$ cat src/rtl/sonar_pkg.sv
// Shared types and 50 MHz defaults for the ultrasonic measurement path.
package sonar_pkg;

  typedef enum logic [2:0] {
    ST_GAP,
    ST_TRIG,
    ST_WAIT_RISE,
    ST_MEASURE,
    ST_DONE,
    ST_TOUT
  } state_e;

  localparam int DEF_TRIG_CYC    = 500;
  localparam int DEF_CYC_PER_CM  = 2900;
  localparam int DEF_TIMEOUT_CYC = 1_250_000;
  localparam int DEF_GAP_CYC     = 3_000_000;
  localparam int DEF_CLOSE_CM    = 7;
  localparam int DEF_OPEN_CM     = 10;
  localparam int DEF_FAULT_N     = 3;

  function automatic int max3(input int a, input int b, input int c);
    int m;
    m = (a > b) ? a : b;
    return (m > c) ? m : c;
  endfunction

endpackage

$ cat src/rtl/echo_sync.sv
// Two-flop synchronizer for the sensor echo with registered rise/fall pulses.
module echo_sync (
  input  logic clk_i,
  input  logic rst_ni,
  input  logic echo_i,
  output logic level_o,
  output logic rise_o,
  output logic fall_o
);

  logic meta_q, sync_q, prev_q, rise_q, fall_q;

  // level_o is delayed one stage so it lines up with the edge pulses
  always_ff @(posedge clk_i) begin
    if (!rst_ni) begin
      meta_q <= 1'b0;
      sync_q <= 1'b0;
      prev_q <= 1'b0;
      rise_q <= 1'b0;
      fall_q <= 1'b0;
    end else begin
      meta_q <= echo_i;
      sync_q <= meta_q;
      prev_q <= sync_q;
      rise_q <= sync_q & ~prev_q;
      fall_q <= ~sync_q & prev_q;
    end
  end

  assign level_o = prev_q;
  assign rise_o  = rise_q;
  assign fall_o  = fall_q;

endmodule

$ cat src/rtl/sonar_scheduler.sv
// Ultrasonic measurement sequencer: trigger, echo timing, cm conversion,
// timeout/fault tracking and servo close/open hysteresis.
module sonar_scheduler
  import sonar_pkg::*;
#(
  parameter int TRIG_CYC    = DEF_TRIG_CYC,
  parameter int CYC_PER_CM  = DEF_CYC_PER_CM,
  parameter int TIMEOUT_CYC = DEF_TIMEOUT_CYC,
  parameter int GAP_CYC     = DEF_GAP_CYC,
  parameter int CLOSE_CM    = DEF_CLOSE_CM,
  parameter int OPEN_CM     = DEF_OPEN_CM,
  parameter int FAULT_N     = DEF_FAULT_N
) (
  input  logic        clk,
  input  logic        rst_n,
  input  logic        echo,
  output logic        trig,
  output logic [15:0] distance,
  output logic        dist_valid,
  output logic        timeout,
  output logic        fault,
  output logic        close_cmd,
  output logic        busy
);

  localparam int CNT_W    = $clog2(max3(GAP_CYC, TIMEOUT_CYC, TRIG_CYC) + 1);
  localparam int SUB_W    = $clog2(CYC_PER_CM + 1);
  localparam int STREAK_W = $clog2(FAULT_N + 1);

  localparam logic [CNT_W-1:0]    GAP_LAST  = CNT_W'(GAP_CYC - 1);
  localparam logic [CNT_W-1:0]    TRIG_LAST = CNT_W'(TRIG_CYC - 1);
  localparam logic [CNT_W-1:0]    TOUT_LAST = CNT_W'(TIMEOUT_CYC - 1);
  localparam logic [SUB_W-1:0]    SUB_LAST  = SUB_W'(CYC_PER_CM - 1);
  localparam logic [STREAK_W-1:0] STREAK_MAX = STREAK_W'(FAULT_N);

  logic echo_lvl, echo_rise, echo_fall;

  echo_sync u_echo_sync (
    .clk_i  (clk),
    .rst_ni (rst_n),
    .echo_i (echo),
    .level_o(echo_lvl),
    .rise_o (echo_rise),
    .fall_o (echo_fall)
  );

  state_e               state_q;
  logic [CNT_W-1:0]     cnt_q;
  logic [SUB_W-1:0]     sub_q;
  logic [15:0]          cm_q;
  logic [STREAK_W-1:0]  streak_q;
  logic                 trig_q, dist_valid_q, timeout_q, fault_q, close_q, busy_q;
  logic [15:0]          distance_q;

  logic                 sub_wrap;
  logic [SUB_W-1:0]     sub_d;
  logic [15:0]          cm_d;
  logic [CNT_W-1:0]     cnt_d;
  logic [STREAK_W-1:0]  streak_d;

  // Divider-free conversion: every CYC_PER_CM high cycles bumps the cm count
  always_comb begin
    sub_wrap = (sub_q == SUB_LAST);
    sub_d    = sub_wrap ? '0 : sub_q + 1'b1;
    cm_d     = (sub_wrap && cm_q != 16'hFFFF) ? cm_q + 16'd1 : cm_q;
    cnt_d    = cnt_q + 1'b1;
    streak_d = (streak_q == STREAK_MAX) ? streak_q : streak_q + 1'b1;
  end

  // One shared cycle counter serves gap, trigger, rise wait and echo length
  always_ff @(posedge clk) begin
    if (!rst_n) begin
      state_q      <= ST_GAP;
      cnt_q        <= GAP_LAST;
      sub_q        <= '0;
      cm_q         <= '0;
      streak_q     <= '0;
      trig_q       <= 1'b0;
      distance_q   <= '0;
      dist_valid_q <= 1'b0;
      timeout_q    <= 1'b0;
      fault_q      <= 1'b0;
      close_q      <= 1'b0;
      busy_q       <= 1'b0;
    end else begin
      dist_valid_q <= 1'b0;
      timeout_q    <= 1'b0;
      case (state_q)
        ST_GAP: begin
          if (cnt_q == GAP_LAST) begin
            state_q <= ST_TRIG;
            cnt_q   <= '0;
            trig_q  <= 1'b1;
            busy_q  <= 1'b1;
          end else begin
            cnt_q <= cnt_d;
          end
        end
        ST_TRIG: begin
          if (cnt_q == TRIG_LAST) begin
            state_q <= ST_WAIT_RISE;
            cnt_q   <= '0;
            trig_q  <= 1'b0;
            sub_q   <= '0;
            cm_q    <= '0;
          end else begin
            cnt_q <= cnt_d;
          end
        end
        ST_WAIT_RISE: begin
          // The rise cycle itself is the first high cycle of the echo
          if (echo_rise) begin
            state_q <= ST_MEASURE;
            cnt_q   <= CNT_W'(1);
            sub_q   <= sub_d;
            cm_q    <= cm_d;
          end else if (cnt_q == TOUT_LAST) begin
            state_q   <= ST_TOUT;
            timeout_q <= 1'b1;
            streak_q  <= streak_d;
            fault_q   <= (streak_d == STREAK_MAX);
            close_q   <= 1'b0;
          end else begin
            cnt_q <= cnt_d;
          end
        end
        ST_MEASURE: begin
          if (echo_fall) begin
            state_q      <= ST_DONE;
            distance_q   <= cm_q;
            dist_valid_q <= 1'b1;
            streak_q     <= '0;
            fault_q      <= 1'b0;
            if (cm_q <= 16'(CLOSE_CM)) begin
              close_q <= 1'b1;
            end else if (cm_q >= 16'(OPEN_CM)) begin
              close_q <= 1'b0;
            end
          end else if (echo_lvl) begin
            sub_q <= sub_d;
            cm_q  <= cm_d;
            if (cnt_q == TOUT_LAST) begin
              state_q   <= ST_TOUT;
              timeout_q <= 1'b1;
              streak_q  <= streak_d;
              fault_q   <= (streak_d == STREAK_MAX);
              close_q   <= 1'b0;
            end else begin
              cnt_q <= cnt_d;
            end
          end
        end
        ST_DONE, ST_TOUT: begin
          state_q <= ST_GAP;
          cnt_q   <= '0;
          busy_q  <= 1'b0;
        end
        default: begin
          state_q <= ST_GAP;
          cnt_q   <= '0;
          busy_q  <= 1'b0;
        end
      endcase
    end
  end

  assign trig       = trig_q;
  assign distance   = distance_q;
  assign dist_valid = dist_valid_q;
  assign timeout    = timeout_q;
  assign fault      = fault_q;
  assign close_cmd  = close_q;
  assign busy       = busy_q;

endmodule

$ cat config.mk
export PLATFORM = sky130hd
export DESIGN_NAME = sonar_scheduler
export DESIGN_NICKNAME = d
export VERILOG_FILES = /design/src/rtl/sonar_pkg.sv /design/src/rtl/echo_sync.sv /design/src/rtl/sonar_scheduler.sv
export SDC_FILE = /design/constraint.sdc
export NUM_CORES = 1
export LEC_CHECK = 0
export CORE_ASPECT_RATIO = 0.9
export CORE_MARGIN = 4
export CORE_UTILIZATION = 50
export DETAILED_ROUTE_END_ITERATION = 6
export DONT_BUFFER_PORTS = 1
export PLACE_DENSITY = 0.67
export SLEW_MARGIN = 15
export SYNTH_ARGS = -nofsm -noshare
export SYNTH_HDL_FRONTEND = slang
export SYNTH_HIERARCHICAL = 1
export SYNTH_SLANG_ARGS = --single-unit
$ cat constraint.sdc
create_clock -name clk -period 7.1 [get_ports clk]
set_input_delay 1.065 -clock clk [delete_from_list [all_inputs] [get_ports clk]]
set_output_delay 1.065 -clock clk [all_outputs]
set_load 0.03 [all_outputs]
# [Yosys cells after proc, flatten, opt, wreduce, memory -nomap -nowiden]
# Index checks and enable logic that the tools add are counted.
[word_totals] reg_bits=82 latch_bits=0 ramBits=0 rom_bits=0 input_bits=3 out_inout_bits=22 word_cells=115 mem_count=0
[op_classes] n_addsub=4 multipliers=0 div_mod_pow=0 order_cmp=2 eq_ne=18 shift=0 n_mux=54 n_bitwise=5 reduce_logical=15
[op_table] operator="22-bit two-way mux" count=6
[op_table] operator="22-bit one-hot mux with 4 select lines" count=1
[op_table] operator="16-bit two-way mux" count=5
[op_table] operator="12-bit two-way mux" count=5
[op_table] operator="16-bit one-hot mux with 3 select lines" count=1
[op_table] operator="12-bit one-hot mux with 3 select lines" count=1
[op_table] operator="22-bit by 1-bit adder with 22-bit output (second input constant)" count=1
[op_table] operator="22-bit by 21-bit == test with 1-bit output (second input constant)" count=1
[op_table] operator="22-bit == test (second input constant)" count=1
[op_table] operator="22-bit by 9-bit == test with 1-bit output (second input constant)" count=1
[op_table] operator="3-bit two-way mux" count=6
[op_table] operator="1-bit two-way mux" count=17
[op_table] operator="16-bit by 1-bit adder with 16-bit output (second input constant)" count=1
[op_table] operator="16-bit by 4-bit greater-or-equal comparator with 1-bit output (second input constant)" count=1
[op_table] operator="16-bit by 3-bit less-or-equal comparator with 1-bit output (second input constant)" count=1
[op_table] operator="16-bit inequality test (second input constant)" count=1
[op_table] operator="12-bit by 1-bit adder with 12-bit output (second input constant)" count=1
[op_table] operator="12-bit == test (second input constant)" count=1
[op_table] operator="3-bit one-hot mux with 4 select lines" count=1
[op_table] operator="2-bit two-way mux" count=5
[op_table] operator="1-bit one-hot mux with 2 select lines" count=5
[op_table] operator="3-bit AND reduction" count=3
[op_table] operator="2-bit inequality test (second input constant)" count=4
[op_table] operator="2-bit AND reduction" count=4
[op_table] operator="other kinds (17)" count=24

# [Longest topological paths before layout]
# Gate-level depths: netlist of the first run.
[logic_depth] word_depth=7 ltp_mapped=8 mapped_depth_nobuf=7

# [By module]
# The synthesis of the first run kept the hierarchy.
[by_module_without_submodules] module="sonar_scheduler" n_inst=1 cells_each=512 area_per_inst_um2=4052.6 seq_area_each_um2=1541.5
[by_module_without_submodules] module="echo_sync" n_inst=1 cells_each=10 area_per_inst_um2=140.1 seq_area_each_um2=100.1

# [Least setup slack after synthesis of the first run]
# No wires, ideal clock.
[synth_timing] kind="register to register" start="register cnt_q[0]" end="register cnt_q[4]" setup_time_ns=0.120 t_arrival_ns=2.308 t_required_ns=6.980 slack_ns=4.672 stages_incl_launch_ff=8 n_path_buf=0 period_less_slack_ns=2.428 path_cell_list="dfxtp_1 -> ha_1 -> nand3_1 -> or4b_2 -> nor2_2 -> o311ai_2 -> nor3b_1 -> a211o_1"
[synth_between] elab_chain_len=5 elab_cells_between_ends=11 classes_between="add/sub: 1; eq/ne: 3; mux: 7"
[synth_lines] item="from (decl)" line="sonar_scheduler.sv:48" source="logic [CNT_W-1:0] cnt_q;"
[synth_lines] item="from (signal assigned)" line="sonar_scheduler.sv:96" source="cnt_q <= cnt_d;"
[synth_lines] item="from (signal assigned)" line="sonar_scheduler.sv:107" source="cnt_q <= cnt_d;"
[synth_lines] item="from (signal assigned)" line="sonar_scheduler.sv:124" source="cnt_q <= cnt_d;"
[synth_lines] item="22-bit by 1-bit adder with 22-bit output or 22-bit by 21-bit == test with 1-bit output (tied branches)" line="sonar_scheduler.sv:66, sonar_scheduler.sv:117, sonar_scheduler.sv:142"
[synth_lines] item="22-bit two-way mux" line="sonar_scheduler.sv:117, sonar_scheduler.sv:142"
[synth_lines] item="22-bit two-way mux" line="sonar_scheduler.sv:139" source="end else if (echo_lvl) begin"
[synth_lines] item="22-bit two-way mux" line="sonar_scheduler.sv:128" source="if (echo_fall) begin"
[synth_lines] item="22-bit one-hot mux with 4 select lines (*)" line="sonar_scheduler.sv:88" source="case (state_q)"
# Every way passes the cells marked *; elsewhere a longest branch is shown, timed or not. The select of a mux whose other input is x is not followed.
# A chain may end at the register's enable or synchronous reset.

# [Worst setup path after layout of the first run]
[layout_timing] start="register cnt_q[4]" end="register sub_q[9]"
[layout_between] elab_chain_len=3
[layout_lines] item="22-bit by 9-bit == test with 1-bit output" line="sonar_scheduler.sv:100" source="if (cnt_q == TRIG_LAST) begin"
[layout_lines] item="2-bit inequality test (no line)"
[layout_lines] item="5-bit AND reduction (no line)"
[layout_lines] item="to (signal assigned)" line="sonar_scheduler.sv:115" source="sub_q <= sub_d;"
[layout_lines] item="to (signal assigned)" line="sonar_scheduler.sv:140" source="sub_q <= sub_d;"
[layout_lines] item="to (decl)" line="sonar_scheduler.sv:49" source="logic [SUB_W-1:0] sub_q;"
# Every way passes these cells.

==> results of run 1 <==
==> how the worst max path moves through the flow <==
stage                     startpoint  endpoint
final                       cnt_q[4]  sub_q[9]
after global routing        cnt_q[4]  sub_q[9]
after CTS                   cnt_q[4]  sub_q[3]
after detailed placement    cnt_q[4]  sub_q[3]
after global placement     cnt_q[16]  sub_q[2]
after floorplan             cnt_q[0]  cnt_q[4]
==> cell usage in the layout, fill, tap and decap left out, types with 3 or more instances in the layout <==
cell type  instances
xor2_1            10
o21ai_0           26
and3_1            13
a21oi_1           39
nand2_1           70
nand2b_1           5
or4_1              3
and2_1             6
nand4_1           15
a211oi_1           3
o31ai_1            6
nor4_1             5
nor2b_1            4
nor2_1            38
nor3_1            14
clkbuf_8          10
inv_1              9
nor3b_1            3
nand3_1           40
dfxtp_1           82
ha_1               4
o211ai_1          12
and2_2             3
or3_1              9
o311ai_0           4
and4_1             6
nand4b_1           5
a31oi_1            5
a211o_1            3
a41oi_1            4
==> flip-flops by register name (all words and copies together) (netlist names) <==
register	count
busy	1
close_cmd	1
cm_q	16
cnt_q	22
dist_valid	1
distance	16
fault	1
state_q	3
streak_q	2
sub_q	12
timeout	1
trig	1
u_echo_sync/fall_o	1
u_echo_sync/level_o	1
u_echo_sync/meta_q	1
u_echo_sync/rise_o	1
u_echo_sync/sync_q	1
==> per-layer routing <==
metal	up-vias	track usage [%]	wire length (um)
met4	0	6.09	135
met5	-	0	0
li1	1890	-	-
met3	15	4.58	871
met1	1835	32.2	5270
met2	137	32.2	4360
==> cells by family (layout without fill, tap and decap cells) <==
family	count (synthesis)	after routing	synth area share [%]
and+or+nand+nor	257	257	32.6
adders and majority gates	4	4	1.19
AOI/OAI and AO/OA	128	128	20.8
xor gates and xnor gates	10	10	2.09
DFF	82	82	39.2
buffers and inverters	39	26	3.67
muxes	2	2	0.477
==> power groups by stage <==
stage / sequential, W / clock, W / combinational, W
floorplan: 0.000562 / 0 / 0.000325
global placement: 0.000600 / 0 / 0.000367
detailed placement: 0.000604 / 0 / 0.000367
CTS: 0.000593 / 0.000366 / 0.000368
global route: 0.000606 / 0.000386 / 0.000410
finish: 0.000597 / 0.000357 / 0.000376
==> final cells by class <==
type / count / area, um^2
Fill cell: 770 / 3690
Inverter: 9 / 33.8
Multi-Input combinational cell: 401 / 2400
Tap cell: 99 / 124
Clock inverter: 6 / 72.6
Clock buffer: 10 / 138
Sequential cell: 82 / 1640
Timing Repair Buffer: 1 / 7.51
==> through the flow <==
| step | power [W] | util, % | std cells | instance area [um^2] |
|---|---|---|---|---|
| floorplan | 0.000888 | - | 522 | 4190 |
| global placement | 0.000967 | 51.9 | 592 | 4200 |
| detailed placement | 0.000971 | 51.9 | 592 | 4200 |
| CTS | 0.00133 | 54.5 | 608 | 4410 |
| global route | 0.00140 | 54.5 | 608 | 4410 |
| finish | 0.00133 | 54.5 | 608 | 4410 |
==> results.ini, run 1 <==
[yosys]
syn_area_mm2 = 0.00419
synth_edf_count = 0
synthFlopType = dfxtp_1
yosysMostFrequentCell = dfxtp_1
async_reset_ff_share_pct = 0
synth_area_leaders = dfxtp_1 (39%), nand2_1 (6.3%), nand3_1 (4.8%)
avgSynthCellArea_um2 = 8.03
synth_top_cell_by_area = dfxtp_1
netlist_top_cells_count = dfxtp_1 (82), nand2_1 (70), nand3_1 (40)
synth_top_area_share_pct = 39.2
yosysSeqAreaShare_pct = 39.2
synth.distinct_cells = 62
syn-instance-count = 522
synth-seq-cells = 82
ys_warn_count = 6
synth_nets = 529

[power_and_ir_drop]
peakVddDrop_mv = 0.181
pwr_density_cell_mw_per_mm2 = 301
p_sw_share_pct = 37.8
p_leak_nw = 1.52
combPwrFrac_pct = 28.3
p_seq_share_pct = 44.9
clkPwrFrac_pct = 26.8
switching_power_w = 0.000503
intPower_w = 0.000827

[clocking]
cts_tree = done
clk-insertion-delay-late_ns = 0.35
clk_pin_slew_ns = 0.09
hold_buffers = 0
clockBufferDepth = 2
cts.sinks = 82
cts.htree.levels = 3
cts_buffers = 9
postCtsSetupBuffers = 0
post_cts_resized = 0
cts_root_buf = clkbuf_8

[setup_path]
cp.arrival_ns = 3.75
start_kind = register
cp.depth = 6
critPathCaptureType = register
worst-path-buf-inv = 0
crit_required_ns = 7.29
worstPathMaxFanout = 19
crit_type = register to register
rr_startpoint = cnt_q[4]
crit_chain = nand4b_1, or4_4, o31ai_4, nand3_1, o21ai_0, nor2_1
cp_slowest_stage_delay_ns = 1.01
r2r_end = sub_q[9]
reg2reg_setup_slack_ns = 3.54
worst_path_max_delay_cell = o21ai_0
crit_family = compound AO/OA/AOI/OAI gates
r2r_cells = 6

[floorplan]
die_w_um = 105
coreArea_mm2 = 0.00811
dieArea_mm2 = 0.00992
die_y_um = 94.9
num_rows = 31
pin_count = 25
start_util_pct = 51.7

[run]
max_cap_viol_count = 0

[worst_hold_path]
min_path_type = register to register
min_to = u_echo_sync/sync_q
min_path_cells = 1
hp-start = u_echo_sync/meta_q

[placement]
place_ws_ns = 3.60
detailed_place_hpwl_um = 7470
gp_routability_congestion = 0.941
io_buffers = 0

[grt]
grt_antenna_before_repair = 0
grt_pass1_vias = 3361
grt_pass1_wl_um = 17300
grt_max_degree = 38
grt_overflow_total = 0
globalRouteTotalUtil_pct = 21.9

[cells_and_area]
final_layout_size_suffix_gt1_share_pct = 6.88
final_nets = 511
area_growth_pct = 5.28
insertedDiodeCount = 0

[sta]
fin_skew_ns = 0.0136
finalSetupViolations = 0
setup_ws_ns = 3.54
period_share_pct = 50.1
fin_setup_tns_ns = 0
hold_slack_ns = 0.458
slew_headroom_pct = 28.1
fmax_mhz = 281
layout_min_cycle_time_ns = 3.56
drv_slew = 0
worst_pin_slew_ns = 1.07
final_hold_viol_count = 0
rsz0062_at_grt = false

[route]
wl_um = 10600
viasPerCell = 6.38
drtPass1Iterations = 5
drc_errors = 0
wire_per_inst_um = 17.5
ant_nets = 0
vias = 3877
drtIter0Drc = 390

[status]
run_status = finished clean

Note: power is estimated with default switching activity, not from simulation.
==> run 2, diff against run 1 <==
--- a/config.mk
+++ b/config.mk
@@ -10,7 +10,7 @@
 export CORE_UTILIZATION = 50
 export DETAILED_ROUTE_END_ITERATION = 6
 export DONT_BUFFER_PORTS = 1
-export PLACE_DENSITY = 0.67
+export PLACE_DENSITY = 0.7
 export SLEW_MARGIN = 15
 export SYNTH_ARGS = -nofsm -noshare
 export SYNTH_HDL_FRONTEND = slang
==> constraint.sdc (replaced) <==
create_clock -name clk -period 2.86 [get_ports clk]
set_input_delay 0.429 -clock clk [delete_from_list [all_inputs] [get_ports clk]]
set_output_delay 0.429 -clock clk [all_outputs]
set_load 0.03 [all_outputs]
==> run 2 against run 1 <==
Hold slack got worse by 0.30 ns. Sequential cell count unchanged. Global-route usage increased by 0.42 points. Worst setup slack got worse by 3.4 ns. Clock-buffer cell count decreased by 1. Utilization increased by 1.5 points. Clock power increased by 140%.
==> results.ini, run 2 (synthesis results as in run 1) <==
[setup_path]
rr_startpoint = cnt_q[0]
r2r_end = cnt_q[2]
crit_required_ns = 3.14  ; -4.15 ns
r2r_cells = 8  ; +2
reg2reg_setup_slack_ns = 0.14  ; -3.40 ns
crit_start = cnt_q[0]
critPathCaptureType = register
worstPathMaxFanout = 7  ; -12
start_kind = register
crit_type = register to register
cp.arrival_ns = 3.00  ; -0.75 ns

[grt]
grt_max_degree = 38  ; unchanged
grt_pass1_wl_um = 18000  ; +3.8%
grt_overflow_total = 0  ; unchanged
grt_antenna_before_repair = 0  ; unchanged
globalRouteTotalUtil_pct = 22.3  ; +0.42 points
grt_pass1_vias = 3603  ; +7.2%

[power_and_ir_drop]
peakVddDrop_mv = 0.290  ; +60%
pwr_density_cell_mw_per_mm2 = 741  ; +150%
clkPwrFrac_pct = 25.7  ; -1.1 points
p_sw_share_pct = 37.9  ; +0.061 points
combPwrFrac_pct = 30.8  ; +2.5 points
p_leak_nw = 1.59  ; +4.9%
p_seq_share_pct = 43.5  ; -1.4 points
switching_power_w = 0.00127  ; +150%
intPower_w = 0.00208  ; +150%

[sta]
fmax_mhz = 368  ; +31%
rsz0062_at_grt = false
worst_pin_slew_ns = 0.856  ; -0.210 ns
drv_slew = 0  ; unchanged
setup_ws_ns = 0.142  ; -3.40 ns
period_share_pct = 95.0  ; +45 points
fin_setup_tns_ns = 0  ; unchanged
fin_skew_ns = 0.0126  ; -0.000998 ns
layout_min_cycle_time_ns = 2.72  ; -0.842 ns
slew_headroom_pct = 42.8  ; +15 points
finalSetupViolations = 0  ; unchanged
hold_slack_ns = 0.161  ; -0.297 ns
final_hold_viol_count = 0  ; unchanged

[cells_and_area]
largest_reg_flops = 22  ; unchanged
final_nets = 528  ; +3.3%
final_cell_area_mm2 = 0.00453  ; +2.7%
area_growth_pct = 8.09
final_common_cell = dfxtp_1
final_layout_size_suffix_gt1_share_pct = 9.89  ; +3.0 points
insertedDiodeCount = 0  ; unchanged
final_cell_mix = dfxtp_1 (82), nand2_1 (70), nand3_1 (40)
regMostFlops = cnt_q
post-route-util_pct = 55.9  ; +1.5 points

[worst_hold_path]
hp-start = rst_n
min_path_cells = 1  ; unchanged
min_to = cnt_q[21]
min_path_type = primary input to register

[floorplan]
die_y_um = 94.9  ; unchanged
dieArea_mm2 = 0.00992  ; unchanged
start_util_pct = 51.7  ; unchanged
num_rows = 31  ; unchanged
pin_count = 25  ; unchanged
coreArea_mm2 = 0.00811  ; unchanged
die_w_um = 105  ; unchanged

[route]
wire_per_inst_um = 17.1  ; -2.1%
ant_nets = 0  ; unchanged
wl_um = 10700  ; +0.59%
vias = 4023  ; +3.8%
viasPerCell = 6.44  ; +0.94%
drtIter0Drc = 253  ; -35%
drc_errors = 0  ; unchanged
drtPass1Iterations = 5  ; unchanged

[clocking]
postCtsSetupBuffers = 0  ; unchanged
cts.sinks = 82  ; unchanged
post_cts_resized = 0  ; unchanged
hold_buffers = 0  ; unchanged
cts_root_buf = clkbuf_8
cts_buffers = 9  ; unchanged
clockBufferDepth = 2  ; unchanged
clk_pin_slew_ns = 0.09  ; about the same
clk-insertion-delay-late_ns = 0.36  ; about the same
cts.htree.levels = 3  ; unchanged
cts_tree = done

[placement]
detailed_place_hpwl_um = 7580  ; +1.5%
place_ws_ns = 0.192  ; -3.41 ns
io_buffers = 0  ; unchanged
placed_cell_area_mm2 = 0.00433  ; +3.0%
gp_routability_congestion = 0.955  ; +1.4%

[status]
run_status = finished clean

[run]
max_cap_viol_count = 0  ; unchanged

[run 2: cell count changes in the layout (fill, tap and decap cells not counted), sizes merged]
cell | before | now
clkbuf | 10 | 9
buf | 1 | 18
clkinvlp | 1 | 2
[run 2: power groups by stage]
stage	registers (W)	logic (W)	clock network, W
finish	0.00146	0.00104	0.000861
global route	0.00148	0.00112	0.000922
CTS	0.00145	0.00101	0.000885
detailed placement	0.00147	0.00101	0
global placement	0.00147	0.000991	0
floorplan	0.00140	0.000808	0
[run 2: layer usage]
metal / track usage, % / vias to the layer above / wire (um)
met2: 33.2 / 182 / 4570
li1: - / 1936 / -
met4: 7.75 / 0 / 140
met3: 6.84 / 16 / 1020
met1: 30.7 / 1889 / 4970
met5: 0 / - / 0
[run 2: per-stage QoR]
stage	total power, W	std cells
CTS	0.00335	625
detailed placement	0.00248	609
floorplan	0.00220	522
finish	0.00336	625
global route	0.00352	625
global placement	0.00246	609
[run 2: layout make-up]
class                   count  area (um^2)
flip-flops and latches     82         1640
multi-input cells         401         2400
inverters                   9         33.8
clock inverters             7         76.3
repair buffers             18          135
clock buffers               9          124
fillers                   755         3570
well taps                  99          124
[run 2: how the worst max path moves through the flow]
stage / endpoint / depth (start not counted)
global placement: cnt_q[4] / 7
floorplan: cnt_q[4] / 7
detailed placement: cnt_q[2] / 8
CTS: cnt_q[2] / 8
finish: cnt_q[2] / 8
global route: cnt_q[2] / 8
[run 2: worst max-delay path, stage by stage, from the launching register on]
cell,delay [ns]
dfxtp_1,0.42
ha_1,0.33
nand3_1,0.19
or4b_2,0.70
nor2_2,0.14
buf_4,0.17
nand2_1,0.13
a211o_1,0.33
a41oi_1,0.22
==> run 3, diff against run 2 <==
--- a/config.mk
+++ b/config.mk
@@ -11,6 +11,7 @@
 export DETAILED_ROUTE_END_ITERATION = 6
 export DONT_BUFFER_PORTS = 1
 export PLACE_DENSITY = 0.7
+export SKIP_LAST_GASP = 1
 export SLEW_MARGIN = 15
 export SYNTH_ARGS = -nofsm -noshare
 export SYNTH_HDL_FRONTEND = slang
==> results of run 3 <==
Same layout as run 2: the final DEF is identical, and so are final timing and power.
